`config.mk`:
```
export PLATFORM = sky130hd
export DESIGN_NAME = sd_data_phy_flat
export DESIGN_NICKNAME = d
export VERILOG_FILES = /design/src/rtl/sd_data_phy_pkg.sv /design/src/rtl/sd_data_phy_if.sv /design/src/rtl/sd_crc16_serial.sv /design/src/rtl/sd_data_phy.sv /design/src/flat_wrapper.sv
export SDC_FILE = /design/constraint.sdc
export NUM_CORES = 1
export LEC_CHECK = 0
export ABC_AREA = 1
export CAP_MARGIN = 40
export CORE_UTILIZATION = 23
export CTS_BUF_LIST = sky130_fd_sc_hd__clkbuf_4 sky130_fd_sc_hd__clkbuf_8
export CTS_CLUSTER_SIZE = 20
export DETAILED_ROUTE_END_ITERATION = 8
export DONT_BUFFER_PORTS = 1
export GPL_TIMING_DRIVEN = 0
export SKIP_LAST_GASP = 1
export SLEW_MARGIN = 15
export SYNTH_ARGS = -nofsm -noshare
export SYNTH_HDL_FRONTEND = slang
export SYNTH_HIERARCHICAL = 1
export SYNTH_SLANG_ARGS = --single-unit
```
`constraint.sdc`:
```
create_clock -name SD_clock -period 4.9 [get_ports SD_clock]
set_input_delay 0.49 -clock SD_clock [delete_from_list [all_inputs] [get_ports SD_clock]]
set_output_delay 0.49 -clock SD_clock [all_outputs]
set_load 0.1 [all_outputs]
```
`src/rtl/sd_data_phy_pkg.sv`:
```
// sd_data_phy_pkg: shared state encoding and line/CRC constants for the SD DATA PHY
package sd_data_phy_pkg;
  typedef enum logic [3:0] {
    IDLE, WR_START, WR_DATA, WR_CRC, WR_END, RD_WAIT, RD_DATA, RD_CRC, RD_END, DONE
  } state_t;
  localparam logic [15:0] CRC16_POLY = 16'h1021;
  localparam logic START_BIT = 1'b0;
  localparam logic END_BIT = 1'b1;
  localparam int CRC_LEN = 16;
endpackage

```
`src/rtl/sd_data_phy_if.sv`:
```
// sd_data_phy_if: controller/FIFO/pin bundle between the DATA controller and the serial PHY
interface sd_data_phy_if #(parameter int TO_WIDTH = 16);
  logic Send, Idle, WriteRead, Timeout_enable;
  logic [TO_WIDTH-1:0] Timeout_reg;
  logic [31:0] Data_from_FIFO, Data_to_FIFO;
  logic Data_pin_in, Data_pin_out, Data_pin_oe;
  logic Read_FIFO, Write_FIFO, Serial_ready, Complete, Timeout, CRC_error;
  modport master (
    output Send, Idle, WriteRead, Timeout_enable, Timeout_reg, Data_from_FIFO, Data_pin_in,
    input Data_pin_out, Data_pin_oe, Read_FIFO, Data_to_FIFO, Write_FIFO, Serial_ready,
    Complete, Timeout, CRC_error
  );
  modport slave (
    input Send, Idle, WriteRead, Timeout_enable, Timeout_reg, Data_from_FIFO, Data_pin_in,
    output Data_pin_out, Data_pin_oe, Read_FIFO, Data_to_FIFO, Write_FIFO, Serial_ready,
    Complete, Timeout, CRC_error
  );
endinterface

```
`src/rtl/sd_crc16_serial.sv`:
```
// sd_crc16_serial: bit-serial CRC16-CCITT (x^16+x^12+x^5+1), zero initial value
module sd_crc16_serial import sd_data_phy_pkg::*; (
  input logic clk,
  input logic rst,
  input logic clr,
  input logic en,
  input logic din,
  output logic [15:0] crc
);
  logic fb;
  assign fb = din ^ crc[15];
  always_ff @(posedge clk)
    if (rst || clr) crc <= '0;
    else if (en) crc <= {crc[14:0], 1'b0} ^ (fb ? CRC16_POLY : 16'h0000);
endmodule

```
`src/rtl/sd_data_phy.sv`:
```
// sd_data_phy: SD DATA-line serializer/deserializer with start-bit timeout
// CRC16 generation/checking is built only when SD_DATA_CRC16_EN is defined.
module sd_data_phy import sd_data_phy_pkg::*; #(
  parameter int BLOCK_WORDS = 128,
  parameter int TO_WIDTH = 16
) (
  input logic SD_clock,
  input logic Reset,
  sd_data_phy_if.slave bus
);
  localparam int WW = BLOCK_WORDS > 1 ? $clog2(BLOCK_WORDS) : 1;
  state_t state;
  logic [31:0] sreg, tx_next;
  logic [4:0] bit_cnt;
  logic [WW-1:0] word_cnt;
  logic [TO_WIDTH-1:0] to_cnt;
  logic last_word, data_last, tx_load, tx_bit;
  assign last_word = word_cnt == WW'(BLOCK_WORDS - 1);
  assign data_last = bit_cnt == 5'd31 && last_word;
  assign tx_load = state == WR_START || (state == WR_DATA && bit_cnt == 5'd31 && !last_word);
  assign tx_bit = tx_load ? bus.Data_from_FIFO[31] : sreg[31];
  assign tx_next = tx_load ? {bus.Data_from_FIFO[30:0], 1'b0} : {sreg[30:0], 1'b0};
`ifdef SD_DATA_CRC16_EN
  logic [15:0] crc;
  logic crc_en, crc_bit, crc_clr;
  // TX feeds each data bit as it is loaded onto the pin, so the CRC is final by the last data edge
  assign crc_en = state == WR_START || (state == WR_DATA && !data_last) || state == RD_DATA;
  assign crc_bit = state == RD_DATA ? bus.Data_pin_in : tx_bit;
  assign crc_clr = state == IDLE || bus.Idle;
  sd_crc16_serial u_crc (
    .clk(SD_clock), .rst(Reset), .clr(crc_clr), .en(crc_en), .din(crc_bit), .crc(crc)
  );
`endif
  always_ff @(posedge SD_clock) begin
    bus.Read_FIFO <= 1'b0;
    bus.Write_FIFO <= 1'b0;
    bus.Complete <= 1'b0;
    bus.Timeout <= 1'b0;
    bus.CRC_error <= 1'b0;
    if (Reset) begin
      state <= IDLE;
      bus.Serial_ready <= 1'b1;
      bus.Data_pin_out <= 1'b1;
      bus.Data_pin_oe <= 1'b0;
      bus.Data_to_FIFO <= '0;
      sreg <= '0;
      bit_cnt <= '0;
      word_cnt <= '0;
      to_cnt <= '0;
    end else if (bus.Idle) begin
      state <= IDLE;
      bus.Serial_ready <= 1'b1;
      bus.Data_pin_out <= 1'b1;
      bus.Data_pin_oe <= 1'b0;
    end else case (state)
      IDLE: if (bus.Send) begin
        state <= bus.WriteRead ? WR_START : RD_WAIT;
        bus.Serial_ready <= 1'b0;
        bus.Data_pin_oe <= bus.WriteRead;
        bus.Data_pin_out <= bus.WriteRead ? START_BIT : 1'b1;
        bus.Read_FIFO <= bus.WriteRead;
        bit_cnt <= '0;
        word_cnt <= '0;
        to_cnt <= '0;
      end
      WR_START: begin
        state <= WR_DATA;
        bus.Data_pin_out <= tx_bit;
        sreg <= tx_next;
      end
      WR_DATA: begin
        bit_cnt <= bit_cnt + 5'd1;
        bus.Read_FIFO <= bit_cnt == 5'd30 && !last_word;
        if (bit_cnt == 5'd31 && !last_word) word_cnt <= word_cnt + 1'b1;
        if (data_last) begin
`ifdef SD_DATA_CRC16_EN
          state <= WR_CRC;
          bus.Data_pin_out <= crc[15];
          sreg <= {crc[14:0], 17'b0};
`else
          state <= WR_END;
          bus.Data_pin_out <= END_BIT;
`endif
        end else begin
          bus.Data_pin_out <= tx_bit;
          sreg <= tx_next;
        end
      end
      WR_CRC: begin
        bit_cnt <= bit_cnt + 5'd1;
        state <= bit_cnt == 5'(CRC_LEN - 1) ? WR_END : WR_CRC;
        bus.Data_pin_out <= bit_cnt == 5'(CRC_LEN - 1) ? END_BIT : sreg[31];
        sreg <= {sreg[30:0], 1'b0};
      end
      WR_END: begin
        state <= DONE;
        bus.Data_pin_out <= 1'b1;
        bus.Data_pin_oe <= 1'b0;
        bus.Complete <= 1'b1;
      end
      RD_WAIT: begin
        if (bus.Timeout_enable) to_cnt <= to_cnt + 1'b1;
        if (bus.Data_pin_in == START_BIT) begin
          state <= RD_DATA;
          bit_cnt <= '0;
        end else if (bus.Timeout_enable && to_cnt == bus.Timeout_reg) begin
          state <= DONE;
          bus.Timeout <= 1'b1;
        end
      end
      RD_DATA: begin
        bit_cnt <= bit_cnt + 5'd1;
        sreg <= {sreg[30:0], bus.Data_pin_in};
        if (bit_cnt == 5'd31) begin
          bus.Data_to_FIFO <= {sreg[30:0], bus.Data_pin_in};
          bus.Write_FIFO <= 1'b1;
          if (!last_word) word_cnt <= word_cnt + 1'b1;
        end
        if (data_last) begin
          bit_cnt <= '0;
`ifdef SD_DATA_CRC16_EN
          state <= RD_CRC;
`else
          state <= RD_END;
`endif
        end
      end
      RD_CRC: begin
        bit_cnt <= bit_cnt + 5'd1;
        sreg <= {sreg[30:0], bus.Data_pin_in};
        if (bit_cnt == 5'(CRC_LEN - 1)) state <= RD_END;
      end
      RD_END: begin
        state <= DONE;
        bus.Complete <= 1'b1;
`ifdef SD_DATA_CRC16_EN
        bus.CRC_error <= bus.Data_pin_in != END_BIT || sreg[15:0] != crc;
`else
        bus.CRC_error <= bus.Data_pin_in != END_BIT;
`endif
      end
      DONE: begin
        state <= IDLE;
        bus.Serial_ready <= 1'b1;
      end
      default: state <= IDLE;
    endcase
  end
endmodule

```
`src/flat_wrapper.sv`:
```
// flat-port wrapper written by rule: the top's interface ports become plain ports
module sd_data_phy_flat import sd_data_phy_pkg::*;
#(
  parameter int BLOCK_WORDS = 128,
  parameter int TO_WIDTH = 16
)
  (SD_clock, Reset, bus_Send, bus_Idle, bus_WriteRead, bus_Timeout_enable, bus_Timeout_reg, bus_Data_from_FIFO, bus_Data_pin_in, bus_Data_pin_out, bus_Data_pin_oe, bus_Read_FIFO, bus_Data_to_FIFO, bus_Write_FIFO, bus_Serial_ready, bus_Complete, bus_Timeout, bus_CRC_error);
  sd_data_phy_if #(.TO_WIDTH(TO_WIDTH)) bus_i ();
  input logic SD_clock;
  input logic Reset;
  input wire logic [$bits(bus_i.Send)-1:0] bus_Send;
  input wire logic [$bits(bus_i.Idle)-1:0] bus_Idle;
  input wire logic [$bits(bus_i.WriteRead)-1:0] bus_WriteRead;
  input wire logic [$bits(bus_i.Timeout_enable)-1:0] bus_Timeout_enable;
  input wire logic [$bits(bus_i.Timeout_reg)-1:0] bus_Timeout_reg;
  input wire logic [$bits(bus_i.Data_from_FIFO)-1:0] bus_Data_from_FIFO;
  input wire logic [$bits(bus_i.Data_pin_in)-1:0] bus_Data_pin_in;
  output wire logic [$bits(bus_i.Data_pin_out)-1:0] bus_Data_pin_out;
  output wire logic [$bits(bus_i.Data_pin_oe)-1:0] bus_Data_pin_oe;
  output wire logic [$bits(bus_i.Read_FIFO)-1:0] bus_Read_FIFO;
  output wire logic [$bits(bus_i.Data_to_FIFO)-1:0] bus_Data_to_FIFO;
  output wire logic [$bits(bus_i.Write_FIFO)-1:0] bus_Write_FIFO;
  output wire logic [$bits(bus_i.Serial_ready)-1:0] bus_Serial_ready;
  output wire logic [$bits(bus_i.Complete)-1:0] bus_Complete;
  output wire logic [$bits(bus_i.Timeout)-1:0] bus_Timeout;
  output wire logic [$bits(bus_i.CRC_error)-1:0] bus_CRC_error;
  assign bus_i.Send = bus_Send;
  assign bus_i.Idle = bus_Idle;
  assign bus_i.WriteRead = bus_WriteRead;
  assign bus_i.Timeout_enable = bus_Timeout_enable;
  assign bus_i.Timeout_reg = bus_Timeout_reg;
  assign bus_i.Data_from_FIFO = bus_Data_from_FIFO;
  assign bus_i.Data_pin_in = bus_Data_pin_in;
  assign bus_Data_pin_out = bus_i.Data_pin_out;
  assign bus_Data_pin_oe = bus_i.Data_pin_oe;
  assign bus_Read_FIFO = bus_i.Read_FIFO;
  assign bus_Data_to_FIFO = bus_i.Data_to_FIFO;
  assign bus_Write_FIFO = bus_i.Write_FIFO;
  assign bus_Serial_ready = bus_i.Serial_ready;
  assign bus_Complete = bus_i.Complete;
  assign bus_Timeout = bus_i.Timeout;
  assign bus_CRC_error = bus_i.CRC_error;
  sd_data_phy #(.BLOCK_WORDS(BLOCK_WORDS), .TO_WIDTH(TO_WIDTH)) u_core (.SD_clock(SD_clock), .Reset(Reset), .bus(bus_i));
endmodule
```
Word level (Yosys, flattened, before mapping). Cells that the tools add are included.

Add/sub/neg operators: 3. Equal/unequal tests: 25. Multiplexer cells: 39. Bitwise gates (word level): 5. Reductions and logical operators: 32.

Operators with widths (count): $pmux W32 S4 (1); $mux W32 (2); $mux W16 (2); $pmux W16 S2 (1); $pmux W4 S8 (1); $mux W7 (4); $mux W4 (6); $pmux W7 S3 (1); $pmux W5 S4 (1); $add A16 B1 Y16 const B (1); $eq A16 B16 Y1 (1); $eq A4 B3 Y1 const B (4); $mux W5 (3); $ne A2 B2 Y1 const B (6); $mux W1 (11); $eq A5 B5 Y1 const B (2); $reduce_or A3 Y1 (3); $eq A4 B2 Y1 const B (2); $eq A4 B4 Y1 const B (2); $ne A2 B1 Y1 const B (4); $reduce_and A4 Y1 (2); $reduce_bool A4 Y1 (2); $add A7 B1 Y7 const B (1); $eq A7 B7 Y1 const B (1); 21 further kinds (40).

Flip-flop bits (word level): 104. Input port bits: 55. Output and inout port bits: 40. Word-level logic and storage cells: 118.

Depth between registers and ports, before layout.
Word-level depth: 7. Gate-level depth with buffers: 13. Depth with buffers taken out: 13.

Worst setup path before layout. Ideal clock, no wire load.

Path type: reg2reg. From: register u_core.bit_cnt[1]. To: register u_core.sreg[16]. Library setup time: 0.116 ns. Data arrival time: 1.647 ns. Data required time: 4.784 ns. Setup slack: 3.137 ns. Cell stages (with the launch flop): 12. Path buffers: 1. Period minus slack after synthesis: 1.763 ns. Path through: dfxtp_1 -> ha_1 -> inv_1 -> nor3_1 -> ha_1 -> nand3_2 -> nand2_2 -> inv_2 -> buf_4 -> nand2_1 -> nand3_1 -> o211a_1.

Longest elaborated chain between the ends: 7. Elaborated cells between the ends (all ways): 10. Those cells by class: eq/ne (2); mux (3); reduce/logical (5).

RTL lines: from (decl) (line sd_data_phy.sv:14) `logic [4:0] bit_cnt;`; from (signal assigned) (line sd_data_phy.sv:72) `bit_cnt <= bit_cnt + 5'd1;`; from (signal assigned) (line sd_data_phy.sv:90) `bit_cnt <= bit_cnt + 5'd1;`; from (signal assigned) (line sd_data_phy.sv:112) `bit_cnt <= bit_cnt + 5'd1;`; $eq A5 B5 Y1 * (line sd_data_phy.sv:19, sd_data_phy.sv:20); $logic_and A1 B1 Y1 (2 in a row) (line sd_data_phy.sv:20) `assign tx_load = state == WR_START || (state == WR_DATA && bit_cnt == 5'd31 && !last_word);`; $logic_or A1 B1 Y1 (line sd_data_phy.sv:20); $mux W32 (line sd_data_phy.sv:22) `assign tx_next = tx_load ? {bus.Data_from_FIFO[30:0], 1'b0} : {sreg[30:0], 1'b0};`; $mux W32 (line sd_data_phy.sv:75) `if (data_last) begin`; $pmux W32 S4 (line sd_data_phy.sv:55) `end else case (state)`; to (signal assigned) (line sd_data_phy.sv:69) `sreg <= tx_next;`; to (signal assigned) (line sd_data_phy.sv:86) `sreg <= tx_next;`; to (signal assigned) (line sd_data_phy.sv:93) `sreg <= {sreg[30:0], 1'b0};`; to (decl) (line sd_data_phy.sv:13) `logic [31:0] sreg, tx_next;`.

Every way passes the cells marked *; elsewhere a longest branch is shown, timed or not. The select of a mux whose other input is x is not followed. A chain may end at the register's enable or synchronous reset.

Worst setup path in the final report.
From: register u_core.bit_cnt[1]. To: register u_core.bus.Data_to_FIFO[30].

Longest elaborated chain between the ends: 2.

RTL lines: $eq A5 B5 Y1 (line sd_data_phy.sv:114) `if (bit_cnt == 5'd31) begin`; $reduce_and A3 Y1 (no line); to (signal assigned) (line sd_data_phy.sv:115) `bus.Data_to_FIFO <= {sreg[30:0], bus.Data_pin_in};`; to (decl) (line sd_data_phy_if.sv:15) `output Data_pin_out, Data_pin_oe, Read_FIFO, Data_to_FIFO, Write_FIFO, Serial_ready,`.

No other way between the ends.

==> results.md <==
- Most frequent CP cell: ha_1
- CTS tree: built
- Starting DRT DRC Count: about 320
- DRC viols: 0
- Largest area contributor in the netlist: dfxtp_1
- Root cell of the clock tree: clkbuf_8
- RSZ-0062 raised after global routing: no
- Bufs on Longest Clock Path: 2
- Post-CTS repair timing setup buffer count: 0
- Most frequent cell after synthesis: nand2_1
- Num CTS Buffers: 9
- Largest net degree at the start of global routing: 19
- Io pins: 95
- Clk slew on worst S/H paths: 0.12 ns
- Die height: around 150 um
- Clk Latency, worst-skew pair: about 0.40 ns
- Asr flop ratio synth: 0
- Syn Area/Cell: 7.096 um^2
- Antenna Cells: 0
- Number of non-filler instances in the completed layout: between 1000 and 1500
- # H-tree levels: 3
- Fin Clk Skew: between 0.02 and 0.025 ns
- Final worst slack: 2.738 ns
- Hold crit path type: input port to flop
- EDFF count, synth: 0
- WL per Instance: roughly 14 um
- DRT Pass-1 Iters: 5
- FMAX: ~460 MHz
- Clk sinks: 104
- Fin. Hold Viols: 0
- Switching power: around 0.0006 W
- HPWL after DPL: ~11000 um
- Final Cycle Share: 0.4413
- Switching share of power: 0.3205
- Placed insts: about 1100
- Combinational share of power: 0.190
- Hold buffer count at cts: 0
- Total of max-cap violations: 0
- Required @ worst endpoint: ~5.2 ns
- Pins Over Slew Limit: 0
- Synthesis Warnings: 6
- Post-synth top area share: 0.3891
- Layout cells sized above 1: 0.1420
- DRT antenna net count: 0
- VDD IR max: between 0.1 and 0.15 mV
- Core ar.: about 23000 um^2
- Final TNS setup: 0 ns
- Crit end category: flop
- Detailed Route WL: around 15000 um
- Startpoint Class: flop
- Largest regs: u_core/bus.Data_to_FIFO: 32 flops, u_core/sreg: 32 flops, u_core/to_cnt: 16 flops
- Leakage power: roughly 2.8 nW
- Slew @ Worst Pin: approximately 0.65 ns
- Distinct cells, synth: 39
- Flop pwr share: 0.492
- Top post-synthesis cells by count: nand2_1 (181), dfxtp_1 (104), inv_1 (90)
- Overall power: about 0.0019 W
- Area Growth Syn to Fin: 25.12%
- Die width: 154.5 um
- Vias in the first global route: approximately 4900
- Kind of critical path: flop to flop
- Nets@finish: approximately 870
- Largest cells by area after synthesis: dfxtp_1 (39%), nand2_1 (13%), inv_1 (6.3%)
- Max-slew headroom: 0.5688
- Syn Inst Count: approximately 750
- First-pass GRT wire length: 24180 um
- WP data arrival: between 2 and 2.5 ns
- RePlAce Congestion: a little under 0.9
- Row cnt: 55
- Gr ovfl total: 0
- CTS resizes: 0
- Post-Syn Area: 5350 um^2
- Die ar.: 23870 um^2
- Routed vias: around 5000
- Syn Nets: a little over 800
- Yosys reg bits: between 100 and 150
- Clk pwr share: 0.318
- Max FO, Critical Path: 10
- CP max stage delay: 0.39 ns
- Post-Place Setup Slack: 2.761 ns
- Critical path cell sequence: ha_1 -> inv_1 -> nor3_1 -> ha_1 -> nand3_1 -> buf_2 -> clkbuf_1 -> o21ai_0 -> a21oi_1
- Ys flop type: dfxtp_1
- Seq/Total Area, Yosys: 0.3891
- Outcome: finished, final reports clean
- Fin crit period: ~2.2 ns
- Slowest stage cell, crit path: dfxtp_1
- Total GRT Usage: 0.1274
- Setup violators final: 0
- Initial Util: 0.2356
- Power Dens Cells: 280.5 nW/um^2
- Antenna violations before repair: 0
- IO buf count: 0
- Via density per instance: between 4 and 5
- Internal power: between 0.001 and 0.0015 W
## path summary, 6_finish.rpt
| kind | start | end | slack (ns) | depth (start not counted) |
|---|---|---|---|---|
| setup / recovery | u_core/bit_cnt[1] | u_core/bus.Data_to_FIFO[30] | 2.74 | 9 |
| hold / removal | bus_Data_pin_in | u_core/bus.CRC_error | 0.16 | 1 |
| setup reg to reg | u_core/bit_cnt[1] | u_core/bus.Data_to_FIFO[30] | 2.74 | 9 |
| hold reg to reg | u_core/word_cnt[6] | u_core/word_cnt[6] | 0.47 | 2 |
## routing by layer
metal / wire, um / vias to the layer above / track usage
met1: 6950 / 2299 / 0.1632
met4: 216 / 0 / 0.04008
met2: 6723 / 142 / 0.2101
met5: 0 / - / 0
li1: - / 2584 / -
met3: 902 / 18 / 0.03082
## kinds of logic (layout without fill, tap and decap cells)
family | after synthesis | in the layout | synth area share
AOI/OAI and AO/OA | 144 | 144 | 0.1740
DFF | 104 | 104 | 0.3891
buffers and inverters | 134 | 190 | 0.1069
xor gates and xnor gates | 6 | 6 | 0.009822
and+or+nand+nor | 360 | 360 | 0.3061
adders and majority gates | 6 | 6 | 0.01403
## power groups by stage
stage | logic [W] | clock network [W] | registers [W]
floorplan | 0.000259 | 0 | 0.000950
global placement | 0.000320 | 0 | 0.000961
detailed placement | 0.000357 | 0 | 0.000944
CTS | 0.000359 | 0.000621 | 0.000924
global route | 0.000397 | 0.000651 | 0.000932
finish | 0.000357 | 0.000596 | 0.000924
## layout by cell type, fill, tap and decap left out, types with 4 or more instances in the layout
master / n
buf_2: 6
clkbuf_1: 12
nor2_4: 4
nand4_1: 23
nand2_2: 7
clkbuf_8: 10
buf_6: 4
inv_2: 11
nand2_1: 181
inv_1: 90
o21ai_1: 13
nand3_1: 63
a21oi_1: 60
ha_1: 6
o211a_1: 31
nor3_1: 20
dfxtp_1: 104
xor2_1: 4
o21ai_0: 31
buf_8: 26
nor2_2: 4
buf_16: 14
nor2_1: 48
buf_4: 6
## critical path: cells and delay by family (launching register included)
kind            cells  cell delay [ns]
simple gates        2             0.38
flops               1             0.39
buf+inv             3             0.50
compound gates      2             0.29
fa+ha+maj           2             0.50
## area by class of cell
class | instances | area [um^2]
clock buffers | 10 | 137.6
inverters | 104 | 397.9
repair buffers | 40 | 775.7
plain buffers | 30 | 173.9
well taps | 285 | 356.6
multi-input cells | 516 | 2696
fillers | 2447 | 16020
clock inverters | 6 | 73.82
flip-flops and latches | 104 | 2082
## through the flow
step | area, um^2 | util | hold WS (ns)
after floorplan | 5350 | - | 0.4351
after global placement | 5707 | 0.2513 | 0.4488
after detailed placement | 6482 | 0.2855 | 0.4549
after CTS | 6694 | 0.2948 | 0.1316
after global routing | 6694 | 0.2948 | 0.1393
final | 6694 | 0.2948 | 0.1588
No activity file was read; power rests on OpenSTA's default activity.
